## src/rtl/paddle_emu_pkg.sv

```systemverilog
// paddle_emu_pkg: shared constants and helpers for the paddle emulator.
//   - ps2_mouse field bit positions
//   - GRAY_FWD / GRAY_BWD : driving-controller Gray sequence 00->01->11->10
//   - sat8                : 10-bit signed to 8-bit signed saturation
//   - step_clamp          : shift and clamp a raw 9-bit mouse delta
package paddle_emu_pkg;

  localparam int MS_STB     = 24;
  localparam int MS_Y_LSB   = 16;
  localparam int MS_X_LSB   = 8;
  localparam int MS_Y_SGN   = 5;
  localparam int MS_X_SGN   = 4;
  localparam int MS_BTN_LSB = 0;

  function automatic logic [1:0] GRAY_FWD(input logic [1:0] g);
    case (g)
      2'b00:   return 2'b01;
      2'b01:   return 2'b11;
      2'b11:   return 2'b10;
      default: return 2'b00;
    endcase
  endfunction

  function automatic logic [1:0] GRAY_BWD(input logic [1:0] g);
    case (g)
      2'b00:   return 2'b10;
      2'b10:   return 2'b11;
      2'b11:   return 2'b01;
      default: return 2'b00;
    endcase
  endfunction

  function automatic logic signed [7:0] sat8(input logic signed [9:0] v);
    if (v > 10'sd127)       return 8'sh7f;
    else if (v < -10'sd128) return 8'sh80;
    else                    return v[7:0];
  endfunction

  // raw is {sign, byte}; arithmetic shift keeps the sign, clamp bounds the step.
  function automatic logic signed [7:0] step_clamp(input logic signed [8:0] raw,
                                                   input int shift, input int max_step);
    int s;
    s = raw;
    s = s >>> shift;
    if (s > max_step)       s = max_step;
    else if (s < -max_step) s = -max_step;
    return 8'(s);
  endfunction

endpackage

```

## src/rtl/paddle_axis.sv

```systemverilog
// paddle_axis: one saturating paddle accumulator channel.
//   clk_sys, reset_n : clock, async active-low reset
//   pkt_en           : apply this cycle's step
//   clr              : zero the accumulator (wins over pkt_en)
//   raw              : signed 9-bit mouse delta {sign, byte}
//   step             : clamped (and optionally negated) step, combinational
//   acc              : signed 8-bit position
module paddle_axis
  import paddle_emu_pkg::*;
#(
  parameter int DIV_SHIFT = 1,
  parameter int MAX_STEP  = 10,
  parameter bit NEG       = 1'b0
) (
  input  logic       clk_sys,
  input  logic       reset_n,
  input  logic       pkt_en,
  input  logic       clr,
  input  logic [8:0] raw,
  output logic [7:0] step,
  output logic [7:0] acc
);

  logic signed [7:0] stp;
  logic signed [9:0] nxt;

  always_comb begin
    stp = step_clamp(signed'(raw), DIV_SHIFT, MAX_STEP);
    if (NEG) stp = -stp;
    // 10-bit sum cannot overflow for 8-bit operands, so sat8 sees the true value
    nxt = 10'(signed'(acc)) + 10'(stp);
  end

  assign step = stp;

  always_ff @(posedge clk_sys or negedge reset_n) begin
    if (!reset_n)    acc <= '0;
    else if (clr)    acc <= '0;
    else if (pkt_en) acc <= sat8(nxt);
  end

endmodule

```

## src/rtl/paddle_emu.sv

```systemverilog
// paddle_emu: PS/2 mouse to paddle / driving-controller emulator.
//   clk_sys, reset_n : clock, async active-low reset
//   ps2_mouse        : [24] strobe toggle, [23:16] Y, [15:8] X, [5] Y sign, [4] X sign, [1:0] buttons
//   joya             : signed analog axes, axis n at [8n+7:8n]
//   recenter         : pulse, zero accumulators and drive counter
//   paddle           : signed paddle positions (mouse acc or analog passthrough)
//   mouse_active     : paddles come from the mouse
//   btn              : mouse buttons while mouse_active
//   drive_gray       : driving-controller Gray code from axis-0 motion
module paddle_emu
  import paddle_emu_pkg::*;
#(
  parameter int NUM_AXES  = 2,
  parameter int DIV_SHIFT = 1,
  parameter int MAX_STEP  = 10,
  parameter bit INV_Y     = 1'b0,
  parameter int DRV_DIV   = 8
) (
  input  logic                  clk_sys,
  input  logic                  reset_n,
  input  logic [24:0]           ps2_mouse,
  input  logic [8*NUM_AXES-1:0] joya,
  input  logic                  recenter,
  output logic [8*NUM_AXES-1:0] paddle,
  output logic                  mouse_active,
  output logic [1:0]            btn,
  output logic [1:0]            drive_gray
);

  localparam logic signed [8:0] DRV_S = 9'(DRV_DIV);

  logic [NUM_AXES-1:0][7:0] acc, step, joy_v;
  logic stb_s, stb_old, pkt, takeover, clr;
  logic signed [8:0] drv_cnt, drv_post, drv_nxt;
  logic signed [9:0] drv_sum;
  logic [1:0]        gray_nxt;

  assign joy_v    = joya;
  assign pkt      = stb_s != stb_old;
  assign takeover = |joya;
  // clear dominates a packet inside the axes, which gives takeover > recenter > packet
  assign clr      = takeover | recenter;

  for (genvar n = 0; n < NUM_AXES; n++) begin : g_axis
    logic [8:0] raw;
    if (n == 0)      begin : g_x assign raw = {ps2_mouse[MS_X_SGN], ps2_mouse[MS_X_LSB +: 8]}; end
    else if (n == 1) begin : g_y assign raw = {ps2_mouse[MS_Y_SGN], ps2_mouse[MS_Y_LSB +: 8]}; end
    else             begin : g_a assign raw = '0; end

    paddle_axis #(
      .DIV_SHIFT (DIV_SHIFT),
      .MAX_STEP  (MAX_STEP),
      .NEG       ((n == 1) ? INV_Y : 1'b0)
    ) u_axis (
      .clk_sys (clk_sys),
      .reset_n (reset_n),
      .pkt_en  ((n < 2) ? pkt : 1'b0),
      .clr     (clr),
      .raw     (raw),
      .step    (step[n]),
      .acc     (acc[n])
    );
  end

  always_comb begin
    for (int n = 0; n < NUM_AXES; n++)
      paddle[8*n +: 8] = mouse_active ? acc[n] : joy_v[n];
  end

  assign btn = mouse_active ? ps2_mouse[MS_BTN_LSB +: 2] : 2'b00;

  // Drive counter: add the axis-0 step, saturate to +/-255, then take at most
  // one Gray step per clock so a large residual drains over following edges.
  always_comb begin
    drv_sum = 10'(drv_cnt) + (pkt ? 10'(signed'(step[0])) : 10'sd0);
    if (drv_sum > 10'sd255)       drv_post = 9'sd255;
    else if (drv_sum < -10'sd255) drv_post = -9'sd255;
    else                          drv_post = drv_sum[8:0];
    drv_nxt  = drv_post;
    gray_nxt = drive_gray;
    if (drv_post >= DRV_S) begin
      drv_nxt  = drv_post - DRV_S;
      gray_nxt = GRAY_FWD(drive_gray);
    end else if (drv_post <= -DRV_S) begin
      drv_nxt  = drv_post + DRV_S;
      gray_nxt = GRAY_BWD(drive_gray);
    end
  end

  always_ff @(posedge clk_sys or negedge reset_n) begin
    if (!reset_n) begin
      stb_s        <= 1'b0;
      stb_old      <= 1'b0;
      mouse_active <= 1'b0;
      drv_cnt      <= '0;
      drive_gray   <= 2'b00;
    end else begin
      stb_s   <= ps2_mouse[MS_STB];
      stb_old <= stb_s;
      if (takeover) begin
        mouse_active <= 1'b0;
        drv_cnt      <= '0;
      end else if (recenter) begin
        drv_cnt <= '0;
      end else begin
        if (pkt) mouse_active <= 1'b1;
        drv_cnt    <= drv_nxt;
        drive_gray <= gray_nxt;
      end
    end
  end

  // Fields not used by this block.
  logic unused_bits;
  assign unused_bits = ^{ps2_mouse[7:6], ps2_mouse[3:2], step[NUM_AXES-1:1]};

endmodule

```

## config.mk

```make
export PLATFORM = sky130hd
export DESIGN_NAME = paddle_emu
export DESIGN_NICKNAME = d
export VERILOG_FILES = /design/src/rtl/paddle_emu_pkg.sv /design/src/rtl/paddle_axis.sv /design/src/rtl/paddle_emu.sv
export SDC_FILE = /design/constraint.sdc
export NUM_CORES = 1
export LEC_CHECK = 0
export BUFFER_PORTS_ARGS = -buffer_cell sky130_fd_sc_hd__buf_2
export CORE_MARGIN = 5
export CORE_UTILIZATION = 35
export DETAILED_ROUTE_END_ITERATION = 10
export PLACE_DENSITY_LB_ADDON = 0.25
export SETUP_SLACK_MARGIN = 0.3
export SLEW_MARGIN = 25
export SYNTH_ARGS = -nofsm -noshare
export SYNTH_HDL_FRONTEND = slang
export SYNTH_SLANG_ARGS = --single-unit
```

## constraint.sdc

```tcl
create_clock -name clk_sys -period 5.45 [get_ports clk_sys]
set_input_delay 0.8175 -clock clk_sys [delete_from_list [all_inputs] [get_ports clk_sys]]
set_output_delay 0.8175 -clock clk_sys [all_outputs]
set_load 0.02 [all_outputs]
```

==> PnR_summary.wiki, run 1 <==
{| class="wikitable"
! Metric !! Value
|-
| VDD IR max || 0.0001026 V
|-
| Worst clock skew || 0.006160 ns
|-
| Horizontal die dimension || 108.3 um
|-
| Area of the core || 9328 sq um
|-
| Initial cell density of the core || 36.24%
|-
| Post-synthesis instance area || 3381 sq um
|-
| Cell Chain, Critical Path || buf_2 -> nand4_1 -> or2_4 -> ha_4 -> nor3b_2 -> and2_4 -> ha_4 -> fa_2 -> buf_4 -> xor2_1 -> or3_4 -> o41a_1 -> o22ai_2 -> ha_2 -> inv_1 -> or4b_4 -> o21ai_4 -> nor3_1 -> a211o_1
|-
| Unique cell type count in the Yosys netlist || 67
|-
| Skew-Pair Late Insertion Delay || 0.28 ns
|-
| Result of the run || complete, no violations
|-
| Violation count after the first detailed-route iteration || 109
|-
| Core Rows || 35
|-
| Total power per unit cell area || 174.0 nW/um^2
|-
| Leakage component of the power || 1.962 nW
|-
| Unrepaired setup endpoints after global routing || false
|-
| TritonCTS buffer count || 5
|-
| GRT Overall Usage || 16.26%
|-
| Top library cells by usage in the layout, fill and taps aside || 58 x buf_2, 35 x nor2_1, 30 x dfrtp_1, 30 x buf_4, 27 x o21ai_0
|-
| Slew at the pin closest to its max-slew limit || 0.9821 ns
|-
| Placed wire-length estimate || 7739 um
|-
| Final setup violation count || 0
|-
| Number of placed I/O pins || 65
|-
| Number of nets in the finished design || 563
|-
| Sequential element share of the synthesized area || 22.21%
|-
| Fin. max-slew vios || 0
|-
| Met1 track demand over resource || 21.95%
|-
| Startpoint type of the worst setup path || input port
|-
| Placer congestion estimate || 0.8897
|-
| Proportion of layout cells with a drive suffix above 1 || 31.21%
|-
| First-pass detailed-route iteration total || 4
|-
| Critical path arrival || 5.14 ns
|-
| Maximum capacitance violations || 0
|-
| Final-layout setup total negative slack || 0 ns
|-
| Largest net degree at the start of global routing || 31
|-
| Top_reg_cell synth || dfrtp_1
|-
| Clock-pin slew reported for the worst setup and hold paths after clock tree synthesis || 0.07 ns
|-
| Crit end category || register
|-
| Average cell area after synthesis || 8.348 sq um
|-
| Critical path start-end classification || input port to register
|-
| Number of buffers added on ports || 58
|-
| Master of the slowest instance on the critical path || or4b_4
|-
| Global routing met3 resource utilization || 1.433%
|-
| Synth Net Count || 482
|-
| Data required time at the worst endpoint || 5.62 ns
|-
| Buffer type at the clock tree root || clkbuf_8
|-
| Worst Hold Class || register to register
|-
| GRT Max-Usage Layer || met2
|-
| Total congestion overflow || 0
|-
| Via count || 3,452
|-
| Post-route minimum period || 4.975 ns
|-
| Final Hold Fails || 0
|-
| Detail Route Antenna Nets || 0
|-
| Power Total || 0.7469 mW
|-
| Period Utilization, post-route || 91.29%
|-
| Most frequent cell on the critical path || ha_4
|-
| CTS H-tree depth || 2
|-
| Via count of the first global-routing pass || 3,313
|-
| Fmax || 201.0 MHz
|-
| Largest stage delay, worst path || 0.52 ns
|-
| Post-synthesis sequential element count || 30
|-
| Synthesis warning total || 0
|-
| Post-detailed-route wirelength per cell || 16.01 um
|-
| Area Overhead vs Synth || 26.98%
|-
| Wire length reported by the detailed router || 9865 um
|-
| Antenna diode count || 0
|-
| CTS tree || yes
|-
| TritonCTS Sinks || 30
|-
| Post-detailed-route DRC marker count || 0
|-
| Height of the chip || 108.3 um
|-
| Most common cell after layout, fill and taps aside || buf_2
|-
| Via-per-instance ratio || 5.604
|-
| Number of antenna violations at the first check in global routing || 0
|-
| Die area || 11,720 sq um
|-
| Gate Count Post-Synth || 405
|-
| Clock buffer depth || 2
|-
| Routing usage on met2 || 27.98%
|-
| Number of synthesized flops with an enable pin || 0
|-
| First-pass GRT wire length || 15,490 um
|-
| Critical path peak fanout || 7
|-
| Fraction of registers with async set or reset after synthesis || 100.0%
|-
| Worst-case headroom to the max-slew limit || 33.70%
|}
[what timing repair did]
action	CTS	global route
buffers inserted	0	9
resized for setup	0	23
hold buffers	0	0
setup endpoints to repair	0	7
[routing by layer]
layer | wire length, um | part of all wire (%)
met3 | 300 | 3.0
met4 | 124 | 1.3
met2 | 4902 | 50
met5 | 0 | 0
met1 | 4538 | 46
[state kept, by name, indices dropped and copies added (netlist names)]
register / cells
g_axis.u_axis.acc: 16
drv_cnt: 9
drive_gray: 2
mouse_active: 1
stb_old: 1
stb_s: 1
[where the power goes]
group | switching (mW) | total, mW | internal, mW | leakage, nW
Sequential | 0.000698 | 0.224 | 0.223 | 0.404
Combinational | 0.132 | 0.234 | 0.101 | 1.49
Clock | 0.0942 | 0.289 | 0.195 | 0.0714
Total | 0.227 | 0.747 | 0.520 | 1.96
[kinds of logic (layout without fill, tap and decap cells)]
group	after synthesis	in the layout	synth area share [%]
flip-flops	30	30	22.21
XOR/XNOR	21	21	5.441
buffers and inverters	39	121	4.848
AO/OA/AOI/OAI	133	133	28.16
adder cells (fa/ha/maj)	35	35	13.47
multiplexers	23	23	7.513
AND/OR/NAND/NOR	124	124	18.36
[worst max-delay path, delay by kind of cell]
kind                       cells  cell delay (ns)
and+or+nand+nor                7             1.55
xor gates and xnor gates       1             0.18
buffers and inverters          3             0.35
adders and majority gates      4             1.11
AOI/OAI and AO/OA              4             1.14
[worst paths after layout]
kind,startpoint,endpoint,slack [ns],depth (start not counted)
max,ps2_mouse[4],drive_gray[1],0.47,19
min,stb_s,stb_old,0.44,0
max reg2reg,stb_s,drive_gray[1],1.19,15
min reg2reg,stb_s,stb_old,0.44,0
max in group asynchronous,reset_n,drv_cnt[5],4.42,1
min in group asynchronous,reset_n,drv_cnt[7],0.57,1
[final cells by class]
| class | instances | area (sq um) |
|---|---|---|
| fillers | 907 | 5035 |
| multi-input cells | 336 | 2629 |
| flip-flops and latches | 30 | 750.7 |
| repair buffers | 88 | 515.5 |
| well taps | 129 | 161.4 |
| inverters | 25 | 93.84 |
| clock buffers | 6 | 82.58 |
| clock inverters | 2 | 60.06 |
[per-stage QoR]
step	worst slack, ns	util, %	hold WS, ns	area (sq um)	std cells
after global routing	0.2687	46.02	0.4700	4293	616
after CTS	0.3069	44.14	0.4427	4118	607
after detailed placement	0.003911	42.62	0.4273	3975	599
after floorplan	0.3391	-	0.4095	3436	405
after global placement	0.06706	42.62	0.4253	3975	599
final	0.4747	46.02	0.4394	4293	616
[cell usage after synthesis (5+ instances only)]
master	n	share of area, %
a21o_1	13	2.9
a21oi_1	24	3.6
a311oi_1	5	1.3
a31oi_1	5	0.93
a32oi_1	6	1.6
and2_1	6	1.1
buf_2	5	0.74
clkbuf_1	6	0.67
dfrtp_1	30	22
ha_1	30	11
inv_1	24	2.7
mux2_2	18	6.0
nand2_1	21	2.3
nand2b_1	7	1.3
nand3_1	6	0.89
nor2_1	37	4.1
nor3_1	12	1.8
nor4_1	10	1.9
o21ai_0	28	4.1
o221ai_1	6	1.6
or2_2	6	1.1
xnor2_1	14	3.6
xor2_1	7	1.8
Note: power is estimated with default switching activity, not from simulation.
==> run 2, diff against run 1 <==
--- a/config.mk
+++ b/config.mk
@@ -14,4 +14,5 @@
 export SLEW_MARGIN = 25
 export SYNTH_ARGS = -nofsm -noshare
 export SYNTH_HDL_FRONTEND = slang
+export SYNTH_HIERARCHICAL = 1
 export SYNTH_SLANG_ARGS = --single-unit
==> run 2 against run 1 <==
  * Setup slack lost 0.12 ns
  * Synthesized cell count up 13%
  * Sequential share of layout area shrank 2.5 points
  * Power grew 3.5%
  * First-iteration DRC count grew 76%
  * Register-to-register slack got worse by 0.17 ns
  * Die area grew 15%
  * Critical path depth increased by 3
  * Cell area up 16%
  * Clock power decreased by 9.7%
  * Final cell count increased by 13%
  * Area after synthesis is 17% higher
  * Critical path type unchanged
  * Largest cell class unchanged
==> PnR_summary.wiki, run 2 <==
{| class="wikitable"
! Metric !! Value
|-
| Detail Route Antenna Nets || 0
|-
| Origin of the critical flop-to-flop path || stb_old
|-
| Area of the core || 10,940 sq um
|-
| Power dissipated by switching net loads || 0.2406 mW
|-
| Fmax || 196.3 MHz
|-
| Horizontal die dimension || 116.1 um
|-
| Post-detailed-route wirelength per cell || 15.55 um
|-
| Post-place setup slack || -0.02505 ns
|-
| Clock buffer depth || 2
|-
| Skew-Pair Late Insertion Delay || 0.27 ns
|-
| Cell count of the worst hold path || 0
|-
| Crit Reg-Reg Endpoint || drv_cnt[5]
|-
| Via count || 3,940
|-
| CTS H-tree depth || 2
|-
| Antenna diode count || 0
|-
| Gate Count Post-Synth || 459
|-
| CTS tree || yes
|-
| Multi-input combinational cell area || 3153 sq um
|-
| Proportion of layout cells with a drive suffix above 1 || 35.79%
|-
| Area Overhead vs Synth || 26.76%
|-
| Critical path arrival || 5.27 ns
|-
| Number of nets in the finished design || 634
|-
| Critical path peak fanout || 5
|-
| Core Rows || 38
|-
| Post-detailed-route DRC marker count || 0
|-
| Biggest register || g_axis.u_axis/acc
|-
| Number of standard cells in the layout, taps in and fillers out || 696
|-
| Worst Hold Class || register to register
|-
| Utilization after layout || 45.69%
|-
| Total power per unit cell area || 154.8 nW/um^2
|-
| Result of the run || complete, no violations
|-
| Wire length reported by the detailed router || 10,820 um
|-
| Number of buffers added on ports || 58
|-
| Clock-pin slew reported for the worst setup and hold paths after clock tree synthesis || 0.05 ns
|-
| Most area-hungry cell type in the Yosys netlist || dfrtp_1
|-
| Top_reg_cell synth || dfrtp_1
|-
| First-pass GRT wire length || 17,650 um
|-
| Top library cells by usage in the layout, fill and taps aside || 53 x buf_2, 48 x buf_4, 45 x nor2_1
|-
| Leakage component of the power || 2.273 nW
|-
| Via-per-instance ratio || 5.661
|-
| Fin. max-slew vios || 0
|-
| TritonCTS buffer count || 5
|-
| Critical path start-end classification || input port to register
|-
| Post-route minimum period || 5.095 ns
|-
| Number of synthesized flops with an enable pin || 0
|-
| Sequential Power Share || 29.1%
|-
| Switching Fraction || 31.11%
|-
| TritonCTS Sinks || 30
|-
| Unrepaired setup endpoints after global routing || true
|-
| Unique cell type count in the Yosys netlist || 84
|-
| Worst setup slack after layout || 0.3552 ns
|-
| VDD IR max || 0.0001546 V
|-
| Data required time at the worst endpoint || 5.62 ns
|-
| Share of total power in the clock network || 33.8%
|-
| Worst hold start || stb_s
|-
| First-pass detailed-route iteration total || 5
|-
| Period Utilization, post-route || 93.48%
|-
| Instance count after placement with tap cells included || 681
|-
| Final Hold Fails || 0
|-
| Maximum capacitance violations || 0
|-
| Total congestion overflow || 0
|-
| Fill cells || 1,055
|-
| Most common cell after layout, fill and taps aside || buf_2
|-
| Power Total || 0.7733 mW
|-
| Initial cell density of the core || 36.04%
|-
| Instance count on the critical path || 22
|-
| Final-layout setup total negative slack || 0 ns
|-
| Sequential element share of the synthesized area || 19.05%
|-
| Worst-case headroom to the max-slew limit || 45.45%
|-
| Flip-flop count of the largest register, all copies and words added || 16
|-
| Gate family responsible for the most delay along the worst path || simple AND/OR/NAND/NOR gates
|-
| Final setup violation count || 0
|-
| Via count of the first global-routing pass || 3,777
|-
| Crit end category || register
|-
| Slew at the pin closest to its max-slew limit || 0.8153 ns
|-
| Die area || 13,480 sq um
|-
| GRT Overall Usage || 15.78%
|-
| Violation count after the first detailed-route iteration || 192
|-
| Count of buffer and inverter cells on the critical path || 3
|-
| Post-synthesis instance area || 3941 sq um
|-
| Post-synthesis sequential element count || 30
|-
| Number of antenna violations at the first check in global routing || 0
|-
| Most common cell in the synthesized netlist || nor2_1
|-
| Fraction of registers with async set or reset after synthesis || 100.0%
|-
| Synthesis warning total || 6
|-
| Largest stage delay, worst path || 0.43 ns
|-
| Area of all sequential standard cells || 750.7 sq um
|-
| Biggest regs || g_axis.u_axis/acc: 16 flops, drv_cnt: 9 flops, drive_gray: 2 flops
|-
| Area share of the leading cell type in the synthesized netlist || 19.05%
|-
| Largest cells by area after synthesis || dfrtp_1 19%, ha_1 9.5%, mux2_2 5.4%
|-
| Master of the slowest instance on the critical path || a2111oi_4
|-
| Average cell area after synthesis || 8.587 sq um
|-
| Synth Net Count || 536
|-
| Internal portion of total power || 0.5327 mW
|-
| Top cell types by occurrence after synthesis || 45 x nor2_1, 40 x nand2_1, 30 x dfrtp_1, 30 x ha_1, 26 x a21oi_1
|-
| Worst r2r path cells || 19
|-
| Number of placed I/O pins || 65
|-
| Hold Path Sink || stb_old
|-
| Placed wire-length estimate || 8606 um
|-
| Largest net degree at the start of global routing || 31
|-
| Worst clock skew || 0.004688 ns
|-
| Share of total power in combinational logic || 37.1%
|-
| Worst reg-to-reg setup slack || 1.02 ns
|-
| Startpoint type of the worst setup path || input port
|-
| Placer congestion estimate || 0.9308
|-
| Buffer type at the clock tree root || clkbuf_16
|-
| Cell Chain, Critical Path || buf_6 -> nand4_1 -> or2_4 -> ha_4 -> or3_4 -> and2_4 -> fa_2 -> a211o_4 -> or3_1 -> a21o_1 -> a2111oi_4 -> o21ai_2 -> nand2_2 -> inv_2 -> ha_4 -> inv_4 -> o21ai_4 -> nor4b_4 -> a21oi_2 -> o2bb2ai_2 -> or3_1 -> a21oi_1
|-
| Height of the chip || 116.1 um
|}
## run 2: cell types whose count changed in the layout (fill, tap and decap cells not counted), sizes merged, moves of 6 or more
cell,delta
a21oi,+7
buf,+19
nand2,+20
nand4,+6
nor2,+11
o211ai,+17
o21ai,-11
xnor2,-7
## run 2: repair_timing
action / in CTS / in global routing
gates resized for setup: 2 / 22
pin swaps: 2 / 18
hold buffers: 0 / 0
endpoints found under the setup margin: 3 / 7
buffers inserted: 0 / 9
## run 2: area by class of cell
class                      instances  area share (%)
multi-input combinational        391           63.11
sequential                        30           15.03
timing repair buffer             107           13.87
tap                              140           3.506
clock buffer                       6           2.780
inverter                          22           1.703
## run 2: kinds of logic after synthesis
group	count (synthesis)	share of synthesized area (%)
compound gates	144	30.54
xor+xnor	13	2.889
fa+ha+maj	33	11.05
buf+inv	38	4.349
flops	30	19.05
mux	21	5.968
simple gates	180	26.16
## run 2: power groups by stage
| stage | combinational [mW] | clock (mW) | sequential, mW |
|---|---|---|---|
| 3_3_place_gp | 0.252 | 0 | 0.228 |
| 6_report | 0.287 | 0.261 | 0.225 |
| 5_1_grt | 0.314 | 0.280 | 0.224 |
| 2_1_floorplan | 0.169 | 0 | 0.228 |
| 4_1_cts | 0.259 | 0.266 | 0.225 |
| 3_5_place_dp | 0.256 | 0 | 0.228 |
## run 2: worst max path at each step
stage                     slack (ns)    endpoint          start
after global routing            0.14  drv_cnt[5]  ps2_mouse[11]
after detailed placement       -0.03  drv_cnt[5]  ps2_mouse[15]
final                           0.36  drv_cnt[5]   ps2_mouse[4]
after CTS                       0.32  drv_cnt[5]  ps2_mouse[15]
after global placement        -0.001  drv_cnt[5]  ps2_mouse[15]
after floorplan                 0.16  drv_cnt[5]  ps2_mouse[15]
## run 2: worst register-to-register path, stage by stage, from the launching register on
cell,delay (ns)
dfrtp_1,0.37
xor2_1,0.24
and2_1,0.22
ha_1,0.22
fa_2,0.42
a211o_4,0.36
or3_1,0.31
a21o_1,0.20
a2111oi_4,0.43
o21ai_2,0.13
nand2_2,0.11
inv_2,0.06
ha_4,0.16
inv_4,0.06
o21ai_4,0.06
nor4b_4,0.31
a21oi_2,0.13
o2bb2ai_2,0.14
or3_1,0.31
a21oi_1,0.12
## run 2: routing by layer
layer / vias to the layer above / global-route usage [%] / share of wire (%)
met5: - / 0 / 0
met4: 0 / 3.944 / 1.4
met3: 14 / 1.917 / 3.7
met2: 99 / 27.69 / 49
met1: 1883 / 20.66 / 46
li1: 1944 / - / -
## run 2: through the flow
step,hold WS (ns),area [sq um]
finish,0.3942,4996
CTS,0.3980,4800
floorplan,0.3715,3976
detailed placement,0.3821,4653
global placement,0.3811,4653
global route,0.4116,4996
==> run 3, diff against run 2 <==
==> constraint.sdc (replaced) <==
create_clock -name clk_sys -period 4.3 [get_ports clk_sys]
set_input_delay 0.645 -clock clk_sys [delete_from_list [all_inputs] [get_ports clk_sys]]
set_output_delay 0.645 -clock clk_sys [all_outputs]
set_load 0.02 [all_outputs]
==> run 3 against run 2 <==
  * The flow now finishes with violations (negative setup slack)
  * Final cell count increased by 8.3%
  * Flip-flop and latch count unchanged
  * Critical path depth unchanged
  * Setup slack got worse by 0.83 ns
==> PnR_summary.wiki, run 3 (synthesis results as in run 2) <==
{| class="wikitable"
! Metric !! Value
|-
| Period Utilization, post-route || 111.0%
|-
| Fill cells || 1,035
|-
| Violations in the final reports || negative setup slack
|-
| Startpoint type of the worst setup path || input port
|-
| Critical path start-end classification || input port to register
|-
| Via-per-instance ratio || 5.466
|-
| Proportion of layout cells with a drive suffix above 1 || 43.00%
|-
| Violation count after the first detailed-route iteration || 206
|-
| Number of antenna violations at the first check in global routing || 0
|-
| Post-detailed-route DRC marker count || 0
|-
| Final Hold Fails || 0
|-
| Top library cells by usage in the layout, fill and taps aside || 99 x buf_4, 51 x buf_2, 44 x nor2_1
|-
| Post-route minimum period || 4.772 ns
|-
| Maximum capacitance violations || 0
|-
| VDD IR max || 0.0002338 V
|-
| Placed inst area || 5047 sq um
|-
| Power Total || 1.061 mW
|-
| Clock-pin slew reported for the worst setup and hold paths after clock tree synthesis || 0.05 ns
|-
| Number of buffers added on ports || 58
|-
| First-pass GRT wire length || 19,820 um
|-
| Fmax || 209.6 MHz
|-
| First-pass detailed-route iteration total || 4
|-
| Post-detailed-route wirelength per cell || 15.68 um
|-
| Buffer type at the clock tree root || clkbuf_16
|-
| Number of buffers inserted for hold repair after clock tree synthesis || 0
|-
| Detail Route Antenna Nets || 0
|-
| Total congestion overflow || 0
|-
| Largest net degree at the start of global routing || 31
|-
| Area of the core || 10,940 sq um
|-
| CTS H-tree depth || 2
|-
| Wire length reported by the detailed router || 11,820 um
|-
| Flip-flop count of the largest register, all copies and words added || 16
|-
| TritonCTS Sinks || 30
|-
| Critical path arrival || 4.96 ns
|-
| Area of all placed cells without fillers || 5534 sq um
|-
| Worst clock skew || 0.007283 ns
|-
| TritonCTS buffer count || 5
|-
| Core Rows || 38
|-
| Most common cell after layout, fill and taps aside || buf_4
|-
| Worst-case headroom to the max-slew limit || 51.08%
|-
| Initial cell density of the core || 36.04%
|-
| Number of standard cells in the layout, taps in and fillers out || 754
|-
| Clock buffer depth || 2
|-
| Post-place setup slack || -0.9298 ns
|-
| Final-layout worst hold slack || 0.3898 ns
|-
| Area Overhead vs Synth || 40.41%
|-
| GRT Overall Usage || 17.71%
|-
| Slew at the pin closest to its max-slew limit || 0.7338 ns
|-
| Height of the chip || 116.1 um
|-
| Data required time at the worst endpoint || 4.49 ns
|-
| Die area || 13,480 sq um
|-
| Unrepaired setup endpoints after global routing || true
|-
| Worst Hold Class || register to register
|-
| Number of nets in the finished design || 690
|-
| Placed wire-length estimate || 9349 um
|-
| Placer congestion estimate || 0.9306
|-
| Worst setup slack after layout || -0.4717 ns
|-
| Final setup violation count || 8
|-
| Biggest register || g_axis.u_axis/acc
|-
| Biggest regs || g_axis.u_axis/acc: 16 flops, drv_cnt: 9 flops, drive_gray: 2 flops
|-
| Antenna diode count || 0
|-
| Instance count after placement with tap cells included || 732
|-
| Via count || 4,121
|-
| Fin. max-slew vios || 0
|-
| Result of the run || finished with violations
|-
| Total power per unit cell area || 191.8 nW/um^2
|-
| Via count of the first global-routing pass || 4,217
|-
| Horizontal die dimension || 116.1 um
|-
| Critical path peak fanout || 6
|-
| Skew-Pair Late Insertion Delay || 0.27 ns
|-
| CTS tree || yes
|-
| Number of placed I/O pins || 65
|-
| Crit end category || register
|-
| Leakage component of the power || 2.583 nW
|}
## run 3: cell types whose count changed in the layout (fill, tap and decap cells not counted), sizes merged
cell and change:
buf +56, clkinv +1, clkinvlp +1
## run 3: critical path: stages
cell,delay (ns)
buf_6,0.07
nand4_1,0.09
or2_4,0.25
ha_4,0.25
or3_4,0.39
and2_4,0.16
fa_2,0.35
a211o_4,0.36
or3_1,0.31
a21o_1,0.23
a2111oi_4,0.35
o21ai_2,0.13
nand2_2,0.11
inv_2,0.06
ha_4,0.16
inv_4,0.05
o21ai_4,0.06
nor4b_4,0.25
a21oi_2,0.10
o2bb2ai_1,0.14
or3_1,0.33
a21oi_2,0.12
## run 3: report_power, final
part	total, mW	leakage (nW)	switching, mW	internal, mW
Sequential	0.284	0.410	0.000645	0.284
Combinational	0.424	2.10	0.216	0.208
Clock	0.353	0.0729	0.124	0.229
Total	1.06	2.58	0.341	0.720
## run 3: worst paths after layout
kind                                    start                      end  slack, ns  cells after the start
worst max-delay path            ps2_mouse[15]               drv_cnt[5]      -0.47                     22
worst min-delay path                    stb_s                  stb_old       0.39                      0
worst max register to register        stb_old               drv_cnt[5]       0.09                     19
worst min register to register          stb_s                  stb_old       0.39                      0
max in group asynchronous             reset_n  g_axis[1].u_axis/acc[5]       3.39                      1
min in group asynchronous             reset_n  g_axis[0].u_axis/acc[6]       0.43                      1
## run 3: repair_timing
action,in CTS,in global routing
resized for setup,29,12
cloned,0,0
setup buffers,10,4
setup endpoints to repair,8,11
pin swaps,17,7
## run 3: metrics by stage
stage | TNS (ns) | util [%]
2_1_floorplan | -4.993 | -
3_3_place_gp | -5.893 | 46.16
3_5_place_dp | -6.432 | 46.16
4_1_cts | -3.040 | 49.78
5_1_grt | -5.163 | 50.61
6_report | -3.270 | 50.61
## run 3: layout make-up
type,instances,area [sq um],share of cell area (%)
well taps,140,175.2,3.165
multi-input cells,391,3227,58.31
repair buffers,163,1145,20.69
clock buffers,6,138.9,2.510
inverters,22,85.08,1.537
flip-flops and latches,30,750.7,13.57
clock inverters,2,12.51,0.2261
## run 3: layer usage
metal / wire length, um / GRT usage [%]
met1: 5502 / 23.91
met2: 5751 / 30.80
met3: 479 / 2.487
met4: 89 / 2.707
met5: 0 / 0
